## config.mk

```make
export PLATFORM = sky130hd
export DESIGN_NAME = fetch_unit
export DESIGN_NICKNAME = d
export VERILOG_FILES = /design/src/rtl/fetch_unit.sv
export SDC_FILE = /design/constraint.sdc
export NUM_CORES = 1
export LEC_CHECK = 0
export ABC_CLOCK_PERIOD_IN_PS = 4900
export BUFFER_PORTS_ARGS = -buffer_cell sky130_fd_sc_hd__buf_2
export CORE_ASPECT_RATIO = 2
export CORE_MARGIN = 1.5
export CORE_UTILIZATION = 55
export CTS_BUF_LIST = sky130_fd_sc_hd__clkbuf_8
export DETAILED_ROUTE_END_ITERATION = 12
export PLACE_DENSITY_LB_ADDON = 0.1
export SYNTH_ARGS = -nofsm -noshare
export SYNTH_HDL_FRONTEND = slang
export SYNTH_SLANG_ARGS = --single-unit
```

## constraint.sdc

```tcl
create_clock -name clk -period 4.9 [get_ports clk]
set_clock_uncertainty 0.1 [all_clocks]
set_input_delay 0.245 -clock clk [delete_from_list [all_inputs] [get_ports clk]]
set_output_delay 0.245 -clock clk [all_outputs]
set_load 0.02 [all_outputs]
```

## src/rtl/fetch_unit.sv

```systemverilog
// Instruction fetch stage: PC register, instruction register and an 8-deep return stack.
// Decodes jumps, subroutine calls/returns and flag-conditional relative branches.
module fetch_unit (
    input  logic        clk,
    input  logic        rst,
    input  logic        enablePC,
    input  logic [18:0] instrIn,
    input  logic        Zero,
    input  logic        Carry,
    output logic [11:0] PC,
    output logic [18:0] allBits,
    output logic        instrValid,
    output logic        stackEmpty,
    output logic        stackFull,
    output logic        stackError
);

    localparam logic [4:0] OpJmp = 5'b11100;
    localparam logic [4:0] OpJsb = 5'b11101;
    localparam logic [4:0] OpRet = 5'b11110;
    localparam logic [2:0] OpBranch = 3'b101;
    localparam int unsigned StackDepth = 8;

    logic [11:0] pcQ, pcD;
    logic [18:0] allBitsQ;
    logic        instrValidQ;
    logic [3:0]  ptrQ, ptrD;
    logic        errQ, errD;
    logic [11:0] stackMem [StackDepth];

    logic [4:0]  opcode;
    logic [11:0] pcPlus1;
    logic [11:0] branchTarget;
    logic        condTrue;
    logic        doPush;
    logic [2:0]  pushIdx;
    logic [2:0]  popIdx;

    assign stackEmpty = (ptrQ == 4'd0);
    assign stackFull  = (ptrQ == 4'd8);

    always_comb begin
        opcode       = instrIn[18:14];
        pcPlus1      = pcQ + 12'd1;
        branchTarget = pcPlus1 + {{4{instrIn[7]}}, instrIn[7:0]};
        pushIdx      = ptrQ[2:0];
        // With ptr==8 the low bits are 0, so subtracting 1 correctly selects entry 7.
        popIdx       = ptrQ[2:0] - 3'd1;

        unique case (instrIn[15:14])
            2'b00:   condTrue = Zero;
            2'b01:   condTrue = ~Zero;
            2'b10:   condTrue = Carry;
            default: condTrue = ~Carry;
        endcase

        pcD    = pcPlus1;
        ptrD   = ptrQ;
        errD   = errQ;
        doPush = 1'b0;

        if (opcode == OpJmp) begin
            pcD = instrIn[11:0];
        end else if (opcode == OpJsb) begin
            if (!stackFull) begin
                doPush = 1'b1;
                ptrD   = ptrQ + 4'd1;
                pcD    = instrIn[11:0];
            end else begin
                errD = 1'b1;
            end
        end else if (opcode == OpRet) begin
            if (!stackEmpty) begin
                ptrD = ptrQ - 4'd1;
                pcD  = stackMem[popIdx];
            end else begin
                errD = 1'b1;
            end
        end else if (opcode[4:2] == OpBranch) begin
            if (condTrue) begin
                pcD = branchTarget;
            end
        end
    end

    always_ff @(posedge clk) begin
        if (rst) begin
            pcQ         <= 12'd0;
            allBitsQ    <= 19'd0;
            instrValidQ <= 1'b0;
            ptrQ        <= 4'd0;
            errQ        <= 1'b0;
        end else if (enablePC) begin
            pcQ         <= pcD;
            allBitsQ    <= instrIn;
            instrValidQ <= 1'b1;
            ptrQ        <= ptrD;
            errQ        <= errD;
        end
    end

    // Stack contents need no reset; only the pointer defines what is valid.
    always_ff @(posedge clk) begin
        if (!rst && enablePC && doPush) begin
            stackMem[pushIdx] <= pcPlus1;
        end
    end

    assign PC         = pcQ;
    assign allBits    = allBitsQ;
    assign instrValid = instrValidQ;
    assign stackError = errQ;

endmodule

```

==> results of run 1 <==
## power breakdown
group	total (mW)	internal, mW	switching, mW	leakage (nW)
Clock	0.872	0.412	0.459	0.187
Sequential	1.24	1.22	0.0139	1.14
Combinational	0.288	0.109	0.178	1.48
## registers in the layout, indices dropped and copies added, names as in the netlist
register	cells
PC	12
allBits	19
instrValid	1
ptrQ	4
stackError	1
stackMem	96
## metal layers
layer	wire length [um]	share of wire, %
met2	9070	55
met1	5840	35
met5	0	0
met3	1030	6.2
met4	572	3.5
## logic make-up after synthesis
family,after synthesis
XOR/XNOR,22
buffers and inverters,35
flip-flops,133
AND/OR/NAND/NOR,129
multiplexers,57
AO/OA/AOI/OAI,112
adder cells (fa/ha/maj),20
## metrics by stage
step           instances  instance area [sq um]  utilization, %
2_1_floorplan        508                   6550               -
3_3_place_gp         701                   7000            60.2
3_5_place_dp         701                   7000            60.2
4_1_cts              742                   7470            64.3
5_1_grt              742                   7470            64.3
6_report             742                   7470            64.3
## repair_timing
item	4_1_cts	5_1_grt
endpoints found under the hold margin	9	0
hold buffers	9	0
setup endpoints to repair	0	0
## cell usage in the layout, fill, tap and decap left out, types with 15 or more instances in the layout
master    netlist  final
dfxtp_1        37     36
clkbuf_8        0     17
nand2_1        36     36
mux2i_1        30     30
nor2_1         44     44
buf_4           1     15
ha_1           18     18
mux4_2         18     18
buf_2           7     58
a21oi_1        29     29
xnor2_1        16     16
edfxtp_1       96     96
o21ai_0        25     25
## critical path: cells and delay by family (launching register included)
kind,cells,cell delay (ns)
compound gates,6,1.72
xor+xnor,1,0.62
fa+ha+maj,2,0.75
flops,1,0.39
simple gates,1,0.13
## worst paths after layout
path	from	to	slack (ns)	cells after the start
min reg2reg	stackError	stackError	0.37	2
min	instrIn[6]	allBits[6]	0.02	3
max	PC[0]	PC[11]	1.13	10
max reg2reg	PC[0]	PC[11]	1.13	10
## cell type report
type / count / area share, %
tap: 145 / 2.43
multi-input combinational: 340 / 36.8
clock inverter: 15 / 1.96
clock buffer: 17 / 3.13
timing repair buffer: 82 / 6.60
sequential: 133 / 48.5
inverter: 10 / 0.569
==> impl_metrics.json, run 1 <==
{
  "crit_fanout": 10,
  "gp_congestion": 0.960,
  "yosysTopAreaCellShare_pct": 44.0,
  "synth.ff_latch_count": 133,
  "ir_drop_mv": 0.187,
  "synthesis.area_sq_um": 6550,
  "post_cts_buffers": 0,
  "finalSetupViolations": 0,
  "hold_class": "in -> reg",
  "grt_pass1_vias": 4625,
  "cap_violations": 0,
  "syn_to_final_growth_pct": 14.2,
  "cp_slowest_stage_delay_ns": 0.62,
  "clk_pin_slew_ns": 0.08,
  "multi_input_area_sq_um": 2750,
  "die_area_sq_um": 12600,
  "path_class": "reg -> reg",
  "finalPower_mw": 2.40,
  "cp-start-kind": "flip-flop",
  "synth_edf_count": 96,
  "drtIter0Drc": 316,
  "crit_slowest_cell": "xnor2_1",
  "finalSetupTns_ns": 0,
  "fillers": 921,
  "grt.met1_usage_pct": 30.0,
  "root_buffer": "clkbuf_8",
  "ant_nets": 0,
  "synthesis.nets": 552,
  "synth_flop_cell": "edfxtp_1",
  "synth_most_common_cell": "edfxtp_1",
  "syn-instance-count": 508,
  "crit_chain": "ha_1 -> nand3_1 -> xnor2_1 -> ha_1 -> a21o_1 -> a31oi_1 -> a21oi_1 -> a221oi_1 -> o221ai_1 -> a32oi_1",
  "synth_fa_ha_area_share_pct": 4.05,
  "slew_headroom_pct": 33.3,
  "synth_xor_xnor_area_share_pct": 3.23,
  "post_cts_resize_count": 0,
  "clk_latency_ns": 0.44,
  "period_needed_ns": 3.77,
  "cpMostUsedCell": "ha_1",
  "yosysUniqueCellTypes": 64,
  "yosys-top-cells-area": "edfxtp_1 44%, dfxtp_1 11%, mux4_2 6.2%",
  "hold_slack_ns": 0.0241,
  "synth_seq_area_share_pct": 55.4,
  "final_max_slew_viol_count": 0,
  "finalHoldViolations": 0,
  "synth_top_family_by_area": "multiplexers",
  "via_per_inst": 6.22,
  "cts_buffer_depth": 2,
  "yosysTopAreaCell": "edfxtp_1",
  "grtUsageMet3_pct": 7.30,
  "synthArstFlopShare_pct": 0,
  "dieHeight_um": 157,
  "drive_above_1_share_pct": 24.0,
  "cts-htree-levels": 4,
  "antenna_found_initial": 0,
  "cp-end-kind": "flip-flop",
  "start_util_pct": 56.3,
  "clock.fmax_ghz": 0.265,
  "syn_avg_cell_area_sq_um": 12.9,
  "seq_area_sq_um": 3620,
  "outcome": "finished, final reports clean",
  "ioPinCount": 59,
  "grt_busiest_layer": "met2",
  "die_w_um": 80.1,
  "post_synth_and_or_nand_nor_area_fraction_pct": 9.65,
  "arrival_ns": 4.03,
  "fin_ws_ns": 1.13,
  "post-place-ws_ns": 1.13,
  "fin_nets": 628,
  "cts_made_buffers": 17,
  "fp-row-count": 56,
  "grt_usage_pct": 28.2,
  "drt_wl_total_um": 16500,
  "dr.pass1.iters": 5,
  "routedWlPerCell_um": 22.2,
  "clkSinkCount": 133,
  "rsz0062_at_grt": "no",
  "diodes": 0,
  "via_count": 4617,
  "synthTopCellsByCount": "96 x edfxtp_1, 44 x nor2_1, 37 x dfxtp_1",
  "grt_pass1_wl_um": 25300,
  "synth_warnings": 0,
  "synth_compound_area_share_pct": 11.3,
  "power.leakage_nw": 2.80,
  "place.detailed.hpwl_um": 12000,
  "required_ns": 5.16,
  "grt_max_degree": 37,
  "cts_tree": "yes",
  "use_met2_pct": 50.7,
  "drc": 0,
  "synth_mux_area_share_pct": 13.7,
  "portBuffers": 58,
  "power.density_nw_per_um2": 320,
  "grt.overflow.total": 0,
  "tightest_slew_ns": 0.994,
  "fp.coreArea_sq_um": 11600,
  "period_share_pct": 76.9
}
Note: power is estimated with default switching activity, not from simulation.
==> run 2: changes to the inputs <==
--- a/config.mk
+++ b/config.mk
@@ -5,7 +5,7 @@
 export SDC_FILE = /design/constraint.sdc
 export NUM_CORES = 1
 export LEC_CHECK = 0
-export ABC_CLOCK_PERIOD_IN_PS = 4900
+export ABC_CLOCK_PERIOD_IN_PS = 3400
 export BUFFER_PORTS_ARGS = -buffer_cell sky130_fd_sc_hd__buf_2
 export CORE_ASPECT_RATIO = 2
 export CORE_MARGIN = 1.5
==> constraint.sdc (replaced) <==
create_clock -name clk -period 3.4 [get_ports clk]
set_clock_uncertainty 0.1 [all_clocks]
set_input_delay 0.17 -clock clk [delete_from_list [all_inputs] [get_ports clk]]
set_output_delay 0.17 -clock clk [all_outputs]
set_load 0.02 [all_outputs]
==> run 2 against run 1 <==
Critical path depth did not move. Worst hold slack improved by 0.040 ns. Critical path type unchanged. Sequential power rose by 44%. First-iteration DRC count rose by 6.3%. Utilization rose by 1.5 points. Via count rose by 2.2%. Routed wire length rose by 3.8%. Final area rose by 2.3%. Clock power rose by 49%. Register-to-register slack got worse by 0.90 ns. Combinational power rose by 51%. Worst setup slack got worse by 0.90 ns.
==> impl_metrics.json, run 2 (synthesis gave the netlist of run 1 again) <==
{
  "arrival_ns": 3.41,
  "cap_violations": 0,
  "outcome": "finished, final reports clean",
  "gp_congestion": 0.953,
  "root_buffer": "clkbuf_8",
  "cts_made_buffers": 17,
  "crit_fanout": 7,
  "power.density_nw_per_um2": 460,
  "antenna_found_initial": 0,
  "clock.fmax_ghz": 0.316,
  "power.leakage_nw": 2.91,
  "hold_depth": 3,
  "period_share_pct": 93.1,
  "ir_drop_mv": 0.267,
  "drtIter0Drc": 336,
  "post-route-util_pct": 65.8,
  "ioPinCount": 59,
  "cp-end-kind": "flip-flop",
  "slew_headroom_pct": 41.4,
  "drc": 0,
  "largest_reg_flops": 96,
  "drt_wl_total_um": 17100,
  "grt_usage_pct": 29.3,
  "cts_tree": "yes",
  "final_common_cell": "edfxtp_1",
  "final_max_slew_viol_count": 0,
  "top_register": "stackMem",
  "die_area_sq_um": 12600,
  "start_util_pct": 56.3,
  "grt.overflow.total": 0,
  "grt_pass1_vias": 4841,
  "diodes": 0,
  "clkSinkCount": 133,
  "grt_pass1_wl_um": 26400,
  "cts_buffer_depth": 2,
  "finalHoldViolations": 0,
  "clk_pin_slew_ns": 0.08,
  "finalSetupViolations": 0,
  "post_cts_buffers": 0,
  "drive_above_1_share_pct": 25.2,
  "path_class": "reg -> reg",
  "die_w_um": 80.1,
  "ant_nets": 0,
  "tightest_slew_ns": 0.875,
  "syn_to_final_growth_pct": 16.9,
  "dr.pass1.iters": 5,
  "cp-start-kind": "flip-flop",
  "multi_input_area_sq_um": 2770,
  "cts-htree-levels": 4,
  "via_count": 4719,
  "finalSetupTns_ns": 0,
  "via_per_inst": 6.22,
  "period_needed_ns": 3.16,
  "clk_latency_ns": 0.44,
  "hold_class": "in -> reg",
  "dieHeight_um": 157,
  "fin_nets": 646,
  "final_cell_mix": "96 x edfxtp_1, 58 x buf_2, 44 x nor2_1, 36 x dfxtp_1, 36 x nand2_1",
  "portBuffers": 58,
  "required_ns": 3.65,
  "routedWlPerCell_um": 22.6,
  "seq_area_sq_um": 3620,
  "fp.coreArea_sq_um": 11600,
  "fillers": 903,
  "fp-row-count": 56,
  "ff2ff_path_depth": 10,
  "rsz0062_at_grt": "no",
  "place.detailed.hpwl_um": 12300,
  "grt_max_degree": 35
}
[run 2: changes by cell type in the layout (fill, tap and decap cells not counted), sizes merged]
cell,previous run,this run
buf,73,83
dlygate4sd3,9,17
clkinv,5,8
inv,16,13
clkinvlp,3,1
bufinv,1,2
[run 2: routing by layer]
layer | GRT usage [%] | vias up | wire [um]
met5 | 0 | - | 0
met1 | 30.9 | 2338 | 6120
met3 | 5.28 | 57 | 725
li1 | - | 2141 | -
met2 | 53.1 | 183 | 9350
met4 | 17.0 | 0 | 945
[run 2: worst paths after layout]
kind	slack [ns]	from	end
worst max-delay path	0.24	PC[3]	PC[11]
worst min register to register	0.37	instrValid	instrValid
worst min-delay path	0.06	instrIn[7]	allBits[7]
worst max register to register	0.24	PC[3]	PC[11]
[run 2: through the flow]
stage,worst slack (ns),instances,hold slack [ns],cell area [sq um],power [mW]
finish,0.236,759,0.0645,7650,3.52
global route,0.0680,759,0.0942,7650,3.63
CTS,0.127,759,0.0465,7640,3.53
detailed placement,-0.00619,711,0.314,7080,2.23
global placement,0.188,711,0.305,7080,2.22
floorplan,0.255,508,0.217,6550,2.09
[run 2: critical path, stage by stage (launching register included)]
cell and delay, ns:
dfxtp_1 0.46, and4_1 0.35, nand4_1 0.19, xnor2_1 0.20, ha_1 0.42, nand2_1 0.07, o21ai_0 0.32, a21oi_1 0.14
a221oi_2 0.40, o221ai_1 0.19, a32oi_1 0.26
[run 2: layout make-up]
type / instances / share of cell area [%]
Clock buffer: 17 / 3.06
Clock inverter: 14 / 2.00
Inverter: 10 / 0.556
Multi-Input combinational cell: 340 / 36.2
Sequential cell: 133 / 47.4
Tap cell: 145 / 2.37
Timing Repair Buffer: 100 / 8.47
[run 2: repair_timing]
action	4_1_cts	5_1_grt
hold endpoints to repair	18	0
gates resized for setup	1	1
pin swaps	0	0
hold buffers	17	0
setup endpoints to repair	1	1
[run 2: power breakdown]
part	internal [mW]	total [mW]	switching, mW
clock	0.656	1.30	0.646
combinational	0.171	0.436	0.266
sequential	1.76	1.78	0.0205
==> run 3: changes to the inputs <==
--- a/config.mk
+++ b/config.mk
@@ -13,6 +13,8 @@
 export CTS_BUF_LIST = sky130_fd_sc_hd__clkbuf_8
 export DETAILED_ROUTE_END_ITERATION = 12
 export PLACE_DENSITY_LB_ADDON = 0.1
+export RECOVER_POWER = 100
+export SLEW_MARGIN = 20
 export SYNTH_ARGS = -nofsm -noshare
 export SYNTH_HDL_FRONTEND = slang
 export SYNTH_SLANG_ARGS = --single-unit
==> run 3 against run 2 <==
The flow now finishes with violations (max-capacitance violations, max-slew violations). Clock-buffer cell count unchanged. Critical path depth unchanged. Largest power group unchanged. Fmax up 0.11%. Largest cell class unchanged. Routed wire length down 0.32%. Die area unchanged.
==> impl_metrics.json, run 3 (synthesis gave the netlist of run 1 again) <==
{
  "critical_path_buf_inv_count": 0,
  "power.leakage_nw": 2.70,
  "clk_latency_ns": 0.44,
  "final_cell_mix": "96 x edfxtp_1, 48 x clkbuf_1, 44 x nor2_1, 36 x dfxtp_1, 36 x nand2_1",
  "portBuffers": 58,
  "drtIter0Drc": 297,
  "period_share_pct": 93.0,
  "hold_slack_ns": 0.0612,
  "rr_endpoint": "PC[11]",
  "post-place-ws_ns": -0.00619,
  "place_area_sq_um": 7080,
  "crit_fanout": 7,
  "die_w_um": 80.1,
  "cap_violations": 1,
  "clock.fmax_ghz": 0.316,
  "post_cts_buffers": 0,
  "gp_congestion": 0.953,
  "design_area_sq_um": 7510,
  "period_needed_ns": 3.16,
  "grt_usage_pct": 29.3,
  "cp_slowest_stage_delay_ns": 0.46,
  "cp-end-kind": "flip-flop",
  "post_layout_nonfiller_instances": 759,
  "ant_nets": 0,
  "cts_tree": "yes",
  "fin_nets": 646,
  "finalPower_mw": 3.51,
  "cp_num_cells": 10,
  "largest_reg_flops": 96,
  "cp_top_family": "compound AO/OA/AOI/OAI gates",
  "cts_buffer_depth": 2,
  "outcome": "finished, violations left",
  "grt.overflow.total": 0,
  "ir_drop_mv": 0.266,
  "syn_to_final_growth_pct": 14.8,
  "violations": "max-capacitance violations, max-slew violations",
  "rrSetupSlack_ns": 0.24,
  "clkSinkCount": 133,
  "fin_ws_ns": 0.239,
  "die_area_sq_um": 12600,
  "hold_path.startpoint": "instrIn[7]",
  "ff2ff_path_depth": 10,
  "top_register": "stackMem",
  "place.detailed.hpwl_um": 12300,
  "grt_pass1_wl_um": 26400,
  "via_per_inst": 6.27,
  "r2r-start": "PC[3]",
  "routedWlPerCell_um": 22.5,
  "drt_wl_total_um": 17100,
  "finalHoldViolations": 0,
  "cp-start-kind": "flip-flop",
  "arrival_ns": 3.41,
  "diodes": 0,
  "cts_made_buffers": 17,
  "finalSetupViolations": 0,
  "clk_pin_slew_ns": 0.08,
  "slew_headroom_pct": -25.6,
  "antenna_found_initial": 0,
  "via_count": 4760,
  "final_common_cell": "edfxtp_1",
  "crit_end": "PC[11]",
  "grt_max_degree": 35,
  "grt_pass1_vias": 4841,
  "dpl.cell_count": 711,
  "dr.pass1.iters": 5,
  "drive_above_1_share_pct": 16.3,
  "crit_slowest_cell": "dfxtp_1",
  "power.density_nw_per_um2": 467,
  "startpoint": "PC[3]",
  "drc": 0,
  "start_util_pct": 56.3,
  "fp.coreArea_sq_um": 11600,
  "cts-htree-levels": 4,
  "root_buffer": "clkbuf_8",
  "crit_chain": "and4_1 -> nand4_1 -> xnor2_1 -> ha_1 -> nand2_1 -> o21ai_0 -> a21oi_1 -> a221oi_2 -> o221ai_1 -> a32oi_1",
  "required_ns": 3.65,
  "ioPinCount": 59,
  "path_class": "reg -> reg",
  "hold_class": "in -> reg",
  "final_max_slew_viol_count": 35,
  "fp-row-count": 56,
  "dieHeight_um": 157,
  "tightest_slew_ns": 1.88,
  "rsz0062_at_grt": "no"
}
run 3: cell count changes in the layout (fill, tap and decap cells not counted), sizes merged:
cell / delta
buf: -52
clkbuf: +52
clkinv: -1
clkinvlp: +1
run 3: cell type report:
| type | instances | area, sq um |
|---|---|---|
| Clock inverter | 14 | 153 |
| Inverter | 10 | 38.8 |
| Sequential cell | 133 | 3620 |
| Multi-Input combinational cell | 340 | 2740 |
| Clock buffer | 17 | 234 |
| Tap cell | 145 | 181 |
| Timing Repair Buffer | 100 | 546 |
| Fill cell | 940 | 4120 |
run 3: per-layer routing:
layer / track usage (%) / up-vias / share of wire, %
met5: 0 / - / 0
met4: 17.0 / 0 / 5.7
met1: 30.9 / 2356 / 35
met3: 5.28 / 56 / 4.6
li1: - / 2137 / -
met2: 53.1 / 211 / 54
run 3: power by group:
group / internal (mW) / switching (mW)
logic: 0.157 / 0.264
clock network: 0.656 / 0.648
registers: 1.76 / 0.0208
total: 2.57 / 0.933
run 3: repair_timing:
action	4_1_cts	5_1_grt
setup endpoints to repair	1	1
endpoints found under the hold margin	18	0
gates resized for setup	1	1
hold buffers	17	0
run 3: worst reg2reg max path: stages (launching register included):
cell      delay [ns]
dfxtp_1         0.46
and4_1          0.36
nand4_1         0.17
xnor2_1         0.19
ha_1            0.42
nand2_1         0.07
o21ai_0         0.32
a21oi_1         0.14
a221oi_2        0.40
o221ai_1        0.19
a32oi_1         0.26
run 3: worst min path at each step:
stage / to / slack (ns) / depth (start not counted)
final: allBits[7] / 0.06 / 3
after global routing: allBits[7] / 0.09 / 3
after CTS: allBits[7] / 0.05 / 3
after detailed placement: allBits[13] / 0.31 / 3
after global placement: allBits[12] / 0.30 / 3
after floorplan: allBits[10] / 0.22 / 2
run 3: per-stage QoR:
| step | utilization [%] | setup TNS [ns] |
|---|---|---|
| after floorplan | - | 0 |
| after global placement | 60.9 | 0 |
| after detailed placement | 60.9 | -0.00619 |
| after CTS | 65.7 | 0 |
| after global routing | 64.6 | 0 |
| final | 64.6 | 0 |
